**config.mk**
```make
export PLATFORM = sky130hd
export DESIGN_NAME = reg_wb_arbiter_flat
export DESIGN_NICKNAME = d
export VERILOG_FILES = /design/src/rtl/reg_wb_arbiter_if.sv /design/src/rtl/reg_wb_arbiter.sv /design/src/flat_wrapper.sv
export SDC_FILE = /design/constraint.sdc
export NUM_CORES = 1
export LEC_CHECK = 0
export CAP_MARGIN = 10
export CORE_MARGIN = 2
export CORE_UTILIZATION = 35
export CTS_CLUSTER_DIAMETER = 120
export DETAILED_ROUTE_END_ITERATION = 12
export DONT_BUFFER_PORTS = 1
export PLACE_DENSITY = 0.58
export SYNTH_ARGS = -nofsm -noshare
export SYNTH_HDL_FRONTEND = slang
export SYNTH_SLANG_ARGS = --single-unit
```
**constraint.sdc**
```tcl
create_clock -name i_clk -period 4.9 [get_ports i_clk]
set_clock_uncertainty 0.15 [all_clocks]
set_input_delay 0.735 -clock i_clk [delete_from_list [all_inputs] [get_ports i_clk]]
set_output_delay 0.735 -clock i_clk [all_outputs]
set_load 0.01 [all_outputs]
```
**src/rtl/reg_wb_arbiter_if.sv**
```systemverilog
// Writeback bus shared by the ALU, LSU, issue stage and register-file write port.
// The slave modport is the arbiter's view; master is the view of everything around it.
interface reg_wb_arbiter_if #(
  parameter int unsigned REG_BITS = 5,
  parameter int unsigned XLEN     = 32
);
  logic                wb_hold;

  logic                alu_valid;
  logic                alu_ready;
  logic [REG_BITS-1:0] alu_rd;
  logic [XLEN-1:0]     alu_data;

  logic                lsu_valid;
  logic                lsu_ready;
  logic [REG_BITS-1:0] lsu_rd;
  logic [XLEN-1:0]     lsu_data;

  logic                iss_claim;
  logic [REG_BITS-1:0] iss_rd;
  logic [REG_BITS-1:0] iss_rs1;
  logic [REG_BITS-1:0] iss_rs2;
  logic                rs1_busy;
  logic                rs2_busy;
  logic                rd_busy;
  logic                claim_err;

  logic [REG_BITS-1:0] rf_a2;
  logic [XLEN-1:0]     rf_din;
  logic                rf_wr;

  modport slave (
    input  wb_hold,
    input  alu_valid, alu_rd, alu_data,
    output alu_ready,
    input  lsu_valid, lsu_rd, lsu_data,
    output lsu_ready,
    input  iss_claim, iss_rd, iss_rs1, iss_rs2,
    output rs1_busy, rs2_busy, rd_busy, claim_err,
    output rf_a2, rf_din, rf_wr
  );

  modport master (
    output wb_hold,
    output alu_valid, alu_rd, alu_data,
    input  alu_ready,
    output lsu_valid, lsu_rd, lsu_data,
    input  lsu_ready,
    output iss_claim, iss_rd, iss_rs1, iss_rs2,
    input  rs1_busy, rs2_busy, rd_busy, claim_err,
    input  rf_a2, rf_din, rf_wr
  );
endinterface

```
**src/rtl/reg_wb_arbiter.sv**
```systemverilog
// Arbitrates the register file's single write port between ALU and LSU writeback and
// tracks pending destination registers so issue can stall on RAW/WAW hazards.
module reg_wb_arbiter #(
  parameter int unsigned REG_BITS = 5,
  parameter int unsigned XLEN     = 32,
  parameter bit          LSU_PRIO = 1'b0
) (
  input  logic             i_clk,
  input  logic             i_rst,
  reg_wb_arbiter_if.slave  io_wb
);

  localparam int unsigned NumRegs = 2 ** REG_BITS;

  typedef enum logic {
    SrcAlu = 1'b0,
    SrcLsu = 1'b1
  } src_e;

  src_e                r_rr_last;
  src_e                w_rr_next;

  logic                w_alu_gnt;
  logic                w_lsu_gnt;
  logic                w_alu_acc;
  logic                w_lsu_acc;
  logic                w_acc;
  logic [REG_BITS-1:0] w_acc_rd;
  logic [XLEN-1:0]     w_acc_data;
  logic                w_acc_wr;

  logic                r_rf_wr;
  logic [REG_BITS-1:0] r_rf_a2;
  logic [XLEN-1:0]     r_rf_din;

  logic [NumRegs-1:0]  r_busy;
  logic [NumRegs-1:0]  w_busy_next;
  logic                w_rs1_busy;
  logic                w_rs2_busy;
  logic                w_rd_busy;
  logic                w_same_clear;
  logic                r_claim_err;
  logic                w_claim_err_next;

  // The output stage takes a write every cycle, so grants depend only on requests and hold.
  always_comb begin
    w_alu_gnt = 1'b0;
    w_lsu_gnt = 1'b0;
    if (!io_wb.wb_hold) begin
      if (io_wb.alu_valid && io_wb.lsu_valid) begin
        if (LSU_PRIO || (r_rr_last == SrcAlu)) begin
          w_lsu_gnt = 1'b1;
        end else begin
          w_alu_gnt = 1'b1;
        end
      end else begin
        w_alu_gnt = io_wb.alu_valid;
        w_lsu_gnt = io_wb.lsu_valid;
      end
    end
  end

  assign w_alu_acc  = io_wb.alu_valid & w_alu_gnt;
  assign w_lsu_acc  = io_wb.lsu_valid & w_lsu_gnt;
  assign w_acc      = w_alu_acc | w_lsu_acc;
  assign w_acc_rd   = w_lsu_acc ? io_wb.lsu_rd   : io_wb.alu_rd;
  assign w_acc_data = w_lsu_acc ? io_wb.lsu_data : io_wb.alu_data;
  assign w_acc_wr   = w_acc && (w_acc_rd != '0);

  always_comb begin
    w_rr_next = r_rr_last;
    if (w_alu_acc) begin
      w_rr_next = SrcAlu;
    end else if (w_lsu_acc) begin
      w_rr_next = SrcLsu;
    end
  end

  // Reset to LSU so the ALU wins the first conflict.
  always_ff @(posedge i_clk or negedge i_rst) begin
    if (!i_rst) begin
      r_rr_last <= SrcLsu;
    end else begin
      r_rr_last <= w_rr_next;
    end
  end

  // Writes to x0 complete the handshake but never strobe the register file.
  always_ff @(posedge i_clk or negedge i_rst) begin
    if (!i_rst) begin
      r_rf_wr  <= 1'b0;
      r_rf_a2  <= '0;
      r_rf_din <= '0;
    end else begin
      r_rf_wr <= w_acc_wr;
      if (w_acc) begin
        r_rf_a2  <= w_acc_rd;
        r_rf_din <= w_acc_data;
      end
    end
  end

  assign w_rs1_busy = (io_wb.iss_rs1 != '0) && r_busy[io_wb.iss_rs1];
  assign w_rs2_busy = (io_wb.iss_rs2 != '0) && r_busy[io_wb.iss_rs2];
  assign w_rd_busy  = (io_wb.iss_rd  != '0) && r_busy[io_wb.iss_rd];

  // Clear first, then set, so a claim on the same edge as the retiring write keeps the bit.
  always_comb begin
    w_busy_next = r_busy;
    if (w_acc_wr) begin
      w_busy_next[w_acc_rd] = 1'b0;
    end
    if (io_wb.iss_claim && (io_wb.iss_rd != '0)) begin
      w_busy_next[io_wb.iss_rd] = 1'b1;
    end
    w_busy_next[0] = 1'b0;
  end

  assign w_same_clear     = w_acc_wr && (w_acc_rd == io_wb.iss_rd);
  assign w_claim_err_next = io_wb.iss_claim && w_rd_busy && !w_same_clear;

  always_ff @(posedge i_clk or negedge i_rst) begin
    if (!i_rst) begin
      r_busy      <= '0;
      r_claim_err <= 1'b0;
    end else begin
      r_busy      <= w_busy_next;
      r_claim_err <= w_claim_err_next;
    end
  end

  assign io_wb.alu_ready = w_alu_gnt;
  assign io_wb.lsu_ready = w_lsu_gnt;
  assign io_wb.rs1_busy  = w_rs1_busy;
  assign io_wb.rs2_busy  = w_rs2_busy;
  assign io_wb.rd_busy   = w_rd_busy;
  assign io_wb.claim_err = r_claim_err;
  assign io_wb.rf_wr     = r_rf_wr;
  assign io_wb.rf_a2     = r_rf_a2;
  assign io_wb.rf_din    = r_rf_din;

endmodule

```
**src/flat_wrapper.sv**
```systemverilog
// flat-port wrapper written by rule: the top's interface ports become plain ports
module reg_wb_arbiter_flat 
#(
  parameter int unsigned REG_BITS = 5,
  parameter int unsigned XLEN     = 32,
  parameter bit          LSU_PRIO = 1'b0
)
  (i_clk, i_rst, io_wb_wb_hold, io_wb_alu_valid, io_wb_alu_rd, io_wb_alu_data, io_wb_alu_ready, io_wb_lsu_valid, io_wb_lsu_rd, io_wb_lsu_data, io_wb_lsu_ready, io_wb_iss_claim, io_wb_iss_rd, io_wb_iss_rs1, io_wb_iss_rs2, io_wb_rs1_busy, io_wb_rs2_busy, io_wb_rd_busy, io_wb_claim_err, io_wb_rf_a2, io_wb_rf_din, io_wb_rf_wr);
  reg_wb_arbiter_if #(.REG_BITS(REG_BITS), .XLEN(XLEN)) io_wb_i ();
  input  logic i_clk;
  input  logic i_rst;
  input wire logic [$bits(io_wb_i.wb_hold)-1:0] io_wb_wb_hold;
  input wire logic [$bits(io_wb_i.alu_valid)-1:0] io_wb_alu_valid;
  input wire logic [$bits(io_wb_i.alu_rd)-1:0] io_wb_alu_rd;
  input wire logic [$bits(io_wb_i.alu_data)-1:0] io_wb_alu_data;
  output wire logic [$bits(io_wb_i.alu_ready)-1:0] io_wb_alu_ready;
  input wire logic [$bits(io_wb_i.lsu_valid)-1:0] io_wb_lsu_valid;
  input wire logic [$bits(io_wb_i.lsu_rd)-1:0] io_wb_lsu_rd;
  input wire logic [$bits(io_wb_i.lsu_data)-1:0] io_wb_lsu_data;
  output wire logic [$bits(io_wb_i.lsu_ready)-1:0] io_wb_lsu_ready;
  input wire logic [$bits(io_wb_i.iss_claim)-1:0] io_wb_iss_claim;
  input wire logic [$bits(io_wb_i.iss_rd)-1:0] io_wb_iss_rd;
  input wire logic [$bits(io_wb_i.iss_rs1)-1:0] io_wb_iss_rs1;
  input wire logic [$bits(io_wb_i.iss_rs2)-1:0] io_wb_iss_rs2;
  output wire logic [$bits(io_wb_i.rs1_busy)-1:0] io_wb_rs1_busy;
  output wire logic [$bits(io_wb_i.rs2_busy)-1:0] io_wb_rs2_busy;
  output wire logic [$bits(io_wb_i.rd_busy)-1:0] io_wb_rd_busy;
  output wire logic [$bits(io_wb_i.claim_err)-1:0] io_wb_claim_err;
  output wire logic [$bits(io_wb_i.rf_a2)-1:0] io_wb_rf_a2;
  output wire logic [$bits(io_wb_i.rf_din)-1:0] io_wb_rf_din;
  output wire logic [$bits(io_wb_i.rf_wr)-1:0] io_wb_rf_wr;
  assign io_wb_i.wb_hold = io_wb_wb_hold;
  assign io_wb_i.alu_valid = io_wb_alu_valid;
  assign io_wb_i.alu_rd = io_wb_alu_rd;
  assign io_wb_i.alu_data = io_wb_alu_data;
  assign io_wb_alu_ready = io_wb_i.alu_ready;
  assign io_wb_i.lsu_valid = io_wb_lsu_valid;
  assign io_wb_i.lsu_rd = io_wb_lsu_rd;
  assign io_wb_i.lsu_data = io_wb_lsu_data;
  assign io_wb_lsu_ready = io_wb_i.lsu_ready;
  assign io_wb_i.iss_claim = io_wb_iss_claim;
  assign io_wb_i.iss_rd = io_wb_iss_rd;
  assign io_wb_i.iss_rs1 = io_wb_iss_rs1;
  assign io_wb_i.iss_rs2 = io_wb_iss_rs2;
  assign io_wb_rs1_busy = io_wb_i.rs1_busy;
  assign io_wb_rs2_busy = io_wb_i.rs2_busy;
  assign io_wb_rd_busy = io_wb_i.rd_busy;
  assign io_wb_claim_err = io_wb_i.claim_err;
  assign io_wb_rf_a2 = io_wb_i.rf_a2;
  assign io_wb_rf_din = io_wb_i.rf_din;
  assign io_wb_rf_wr = io_wb_i.rf_wr;
  reg_wb_arbiter #(.REG_BITS(REG_BITS), .XLEN(XLEN), .LSU_PRIO(LSU_PRIO)) u_core (.i_clk(i_clk), .i_rst(i_rst), .io_wb(io_wb_i));
endmodule
```
==> flow_metrics.env <==
export IMPL_max_freq_mhz=344
export IMPL_first_pass_iters=4
export IMPL_cts_repair_resized=0
export IMPL_netlist_top_cell_by_area="dfrtp_1"
export IMPL_viasPerCell=6.00
export IMPL_finalHoldViolations=0
export IMPL_core_area_sq_mm=0.0113
export IMPL_critPathKind="reg2out"
export IMPL_r2r_cells=6
export IMPL_power_w=0.00184
export IMPL_cts_root_buf="clkbuf_16"
export IMPL_grt_max_degree=71
export IMPL_synthTopCellsByCount="79 x nand2_1, 70 x dfrtp_1, 49 x o21ai_0, 32 x a22oi_1, 21 x clkbuf_1"
export IMPL_drc_errors=0
export IMPL_cp_end_kind="output port"
export IMPL_n_antenna_cell=0
export IMPL_min_path_type="in2async"
export IMPL_slew_violations=0
export IMPL_rrSetupSlack_ns=2.03
export IMPL_p_leak_nw=1.80
export IMPL_area_delta_synth_final_pct=9.37
export IMPL_synth_cells=399
export IMPL_dieArea_sq_mm=0.0124
export IMPL_r2r_end="u_core.r_busy[27]"
export IMPL_rsz0062_at_grt="false"
export IMPL_yosysMostFrequentCell="nand2_1"
export IMPL_place_hpwl_mm=8.40
export IMPL_wl_mm=11.8
export IMPL_ys_seq_area_frac=0.442
export IMPL_path_max_fanout=4
export IMPL_numPortBuffers=0
export IMPL_cts_buffers=9
export IMPL_post_drt_wl_per_cell_um=22.2
export IMPL_min_period_over_period=0.594
export IMPL_yosys_top_cells_area="dfrtp_1 44%, mux4_2 11%, nand2_1 7.4%"
export IMPL_yosys_most_used_dff="dfrtp_1"
export IMPL_async_flop_share=1.00
export IMPL_clock_path_buffers=2
export IMPL_status="completed"
export IMPL_synth_edff_count=0
export IMPL_worstSetupEndpoint="io_wb_rs2_busy"
export IMPL_fp_dieW_um=111
export IMPL_antenna_found_initial=0
export IMPL_yosysTopAreaCellShare=0.436
export IMPL_htree_num_levels=3
export IMPL_clkLatencyLatePin_ns=0.33
export IMPL_grt_usage=0.189
export IMPL_peakVddDrop_uv=173
export IMPL_vias=3181
export IMPL_syn_nets=494
export IMPL_clk_pin_slew_ns=0.06
export IMPL_num_rows=39
export IMPL_setup_viol=0
export IMPL_yosysWarnings=0
export IMPL_ioPinCount=139
export IMPL_ys_ff_latch=71
export IMPL_first_global_vias=3195
export IMPL_clock_sink_count=71
export IMPL_fin_tns_setup_ns=0
export IMPL_fin_util=0.388
export IMPL_place_gp_congestion=0.859
export IMPL_maxCapViolCount=0
export IMPL_crit_path_start_kind="flip-flop"
export IMPL_worstPathArrival_ns=2.02
export IMPL_crit_required_ns=4.01
export IMPL_crit_start="u_core.r_busy[7]"
export IMPL_max_slew_margin=0.311
export IMPL_min_period_ns=2.91
export IMPL_tightest_slew_ns=1.00
export IMPL_fin_nets=478
export IMPL_syn_area_sq_mm=0.00402
export IMPL_start_util=0.355
export IMPL_timing_rr_start="u_core.r_rr_last"
export IMPL_die_h_um=111
export IMPL_cts_tree="yes"
export IMPL_drive_gt1_frac=0.145
export IMPL_postRouteAntennaNets=0
export IMPL_grt_pass1_wl_mm=18.0
export IMPL_overflow=0
export IMPL_powerDensity_mw_per_mm2=418
export IMPL_syn_avg_cell_area_sq_um=10.1
export IMPL_ys_types=45
export IMPL_first_iter_violations=208
==> where the power goes <==
| part | switching, W | internal [W] | leakage (nW) |
|---|---|---|---|
| logic | 0.000167 | 0.000194 | 0.804 |
| clock network | 0.000238 | 0.000379 | 0.140 |
| registers | 0.000153 | 0.000708 | 0.852 |
| total | 0.000559 | 0.00128 | 1.80 |
==> worst min-delay path by stage <==
stage	start	to
after CTS	i_rst	u_core.r_rr_last
after floorplan	i_rst	u_core.io_wb.claim_err
after global placement	i_rst	u_core.r_busy[16]
after global routing	i_rst	u_core.r_rr_last
final	i_rst	u_core.r_rr_last
after detailed placement	i_rst	u_core.r_busy[19]
==> critical path, stage by stage, from the launching register on <==
cell	delay, ns
dfrtp_1	0.44
mux4_2	0.49
mux4_2	0.46
mux2_2	0.30
==> metal layers <==
metal  wire, um  part of all wire  track usage
met5          0                 0            0
met4        141             0.012       0.0584
met3       1400              0.12       0.0908
met1       4810              0.41        0.233
met2       5410              0.46        0.293
==> timing repair <==
item	4_1_cts	5_1_grt
buffers inserted	0	0
hold buffers	1	0
endpoints found under the hold margin	70	0
==> stage by stage <==
| step | std cells | hold slack, ns | cell area [sq um] | setup WS (ns) |
|---|---|---|---|---|
| 5_1_grt | 530 | 0.0794 | 4400 | 1.78 |
| 3_3_place_gp | 514 | 0.293 | 4090 | 1.80 |
| 6_report | 530 | 0.0938 | 4400 | 1.99 |
| 4_1_cts | 530 | 0.0834 | 4400 | 1.99 |
| 3_5_place_dp | 514 | 0.293 | 4090 | 1.64 |
| 2_1_floorplan | 399 | 0.289 | 4020 | 1.79 |
==> kinds of logic after synthesis <==
logic type | Yosys count | share of synthesized area
mux | 42 | 0.170
xor+xnor | 5 | 0.0109
buf+inv | 31 | 0.0327
flops | 71 | 0.442
compound gates | 124 | 0.200
simple gates | 126 | 0.145
==> sequential cells by signal (all words and copies together), names as in the netlist <==
name,count
u_core.io_wb.rf_din,32
u_core.r_busy,31
u_core.io_wb.rf_a2,5
u_core.io_wb.claim_err,1
u_core.io_wb.rf_wr,1
u_core.r_rr_last,1
==> final cells by class <==
cell class | count | area (sq um)
Inverter | 2 | 7.51
Clock buffer | 12 | 267
Sequential cell | 71 | 1780
Tap cell | 143 | 179
Clock inverter | 3 | 17.5
Fill cell | 1130 | 6920
Multi-Input combinational cell | 297 | 2110
Timing Repair Buffer | 2 | 35.0
==> cell usage in the layout (no fill, tap or decap), types with 2 or more instances in the layout <==
master,Yosys,routed
clkinv_2,0,2
a211oi_1,2,2
nand3_1,7,7
nand3b_1,5,5
clkbuf_16,0,9
mux2_2,5,5
a21oi_1,4,4
o31ai_1,16,16
nand2_1,79,79
nand4_1,2,2
xnor2_1,2,2
o21ai_0,49,49
mux4_2,20,20
mux2i_1,16,16
dfrtp_1,70,70
or3_1,3,3
clkbuf_8,0,3
nor3b_1,3,3
xor2_1,3,3
nor3_1,3,3
nor2_1,9,8
inv_1,2,2
a211o_1,2,2
or2_2,4,4
nand2b_1,5,5
a21bo_2,2,2
or3b_2,3,3
a22oi_1,32,32
a31oi_1,4,4
o22ai_1,5,5
Note: power is estimated with default switching activity, not from simulation.
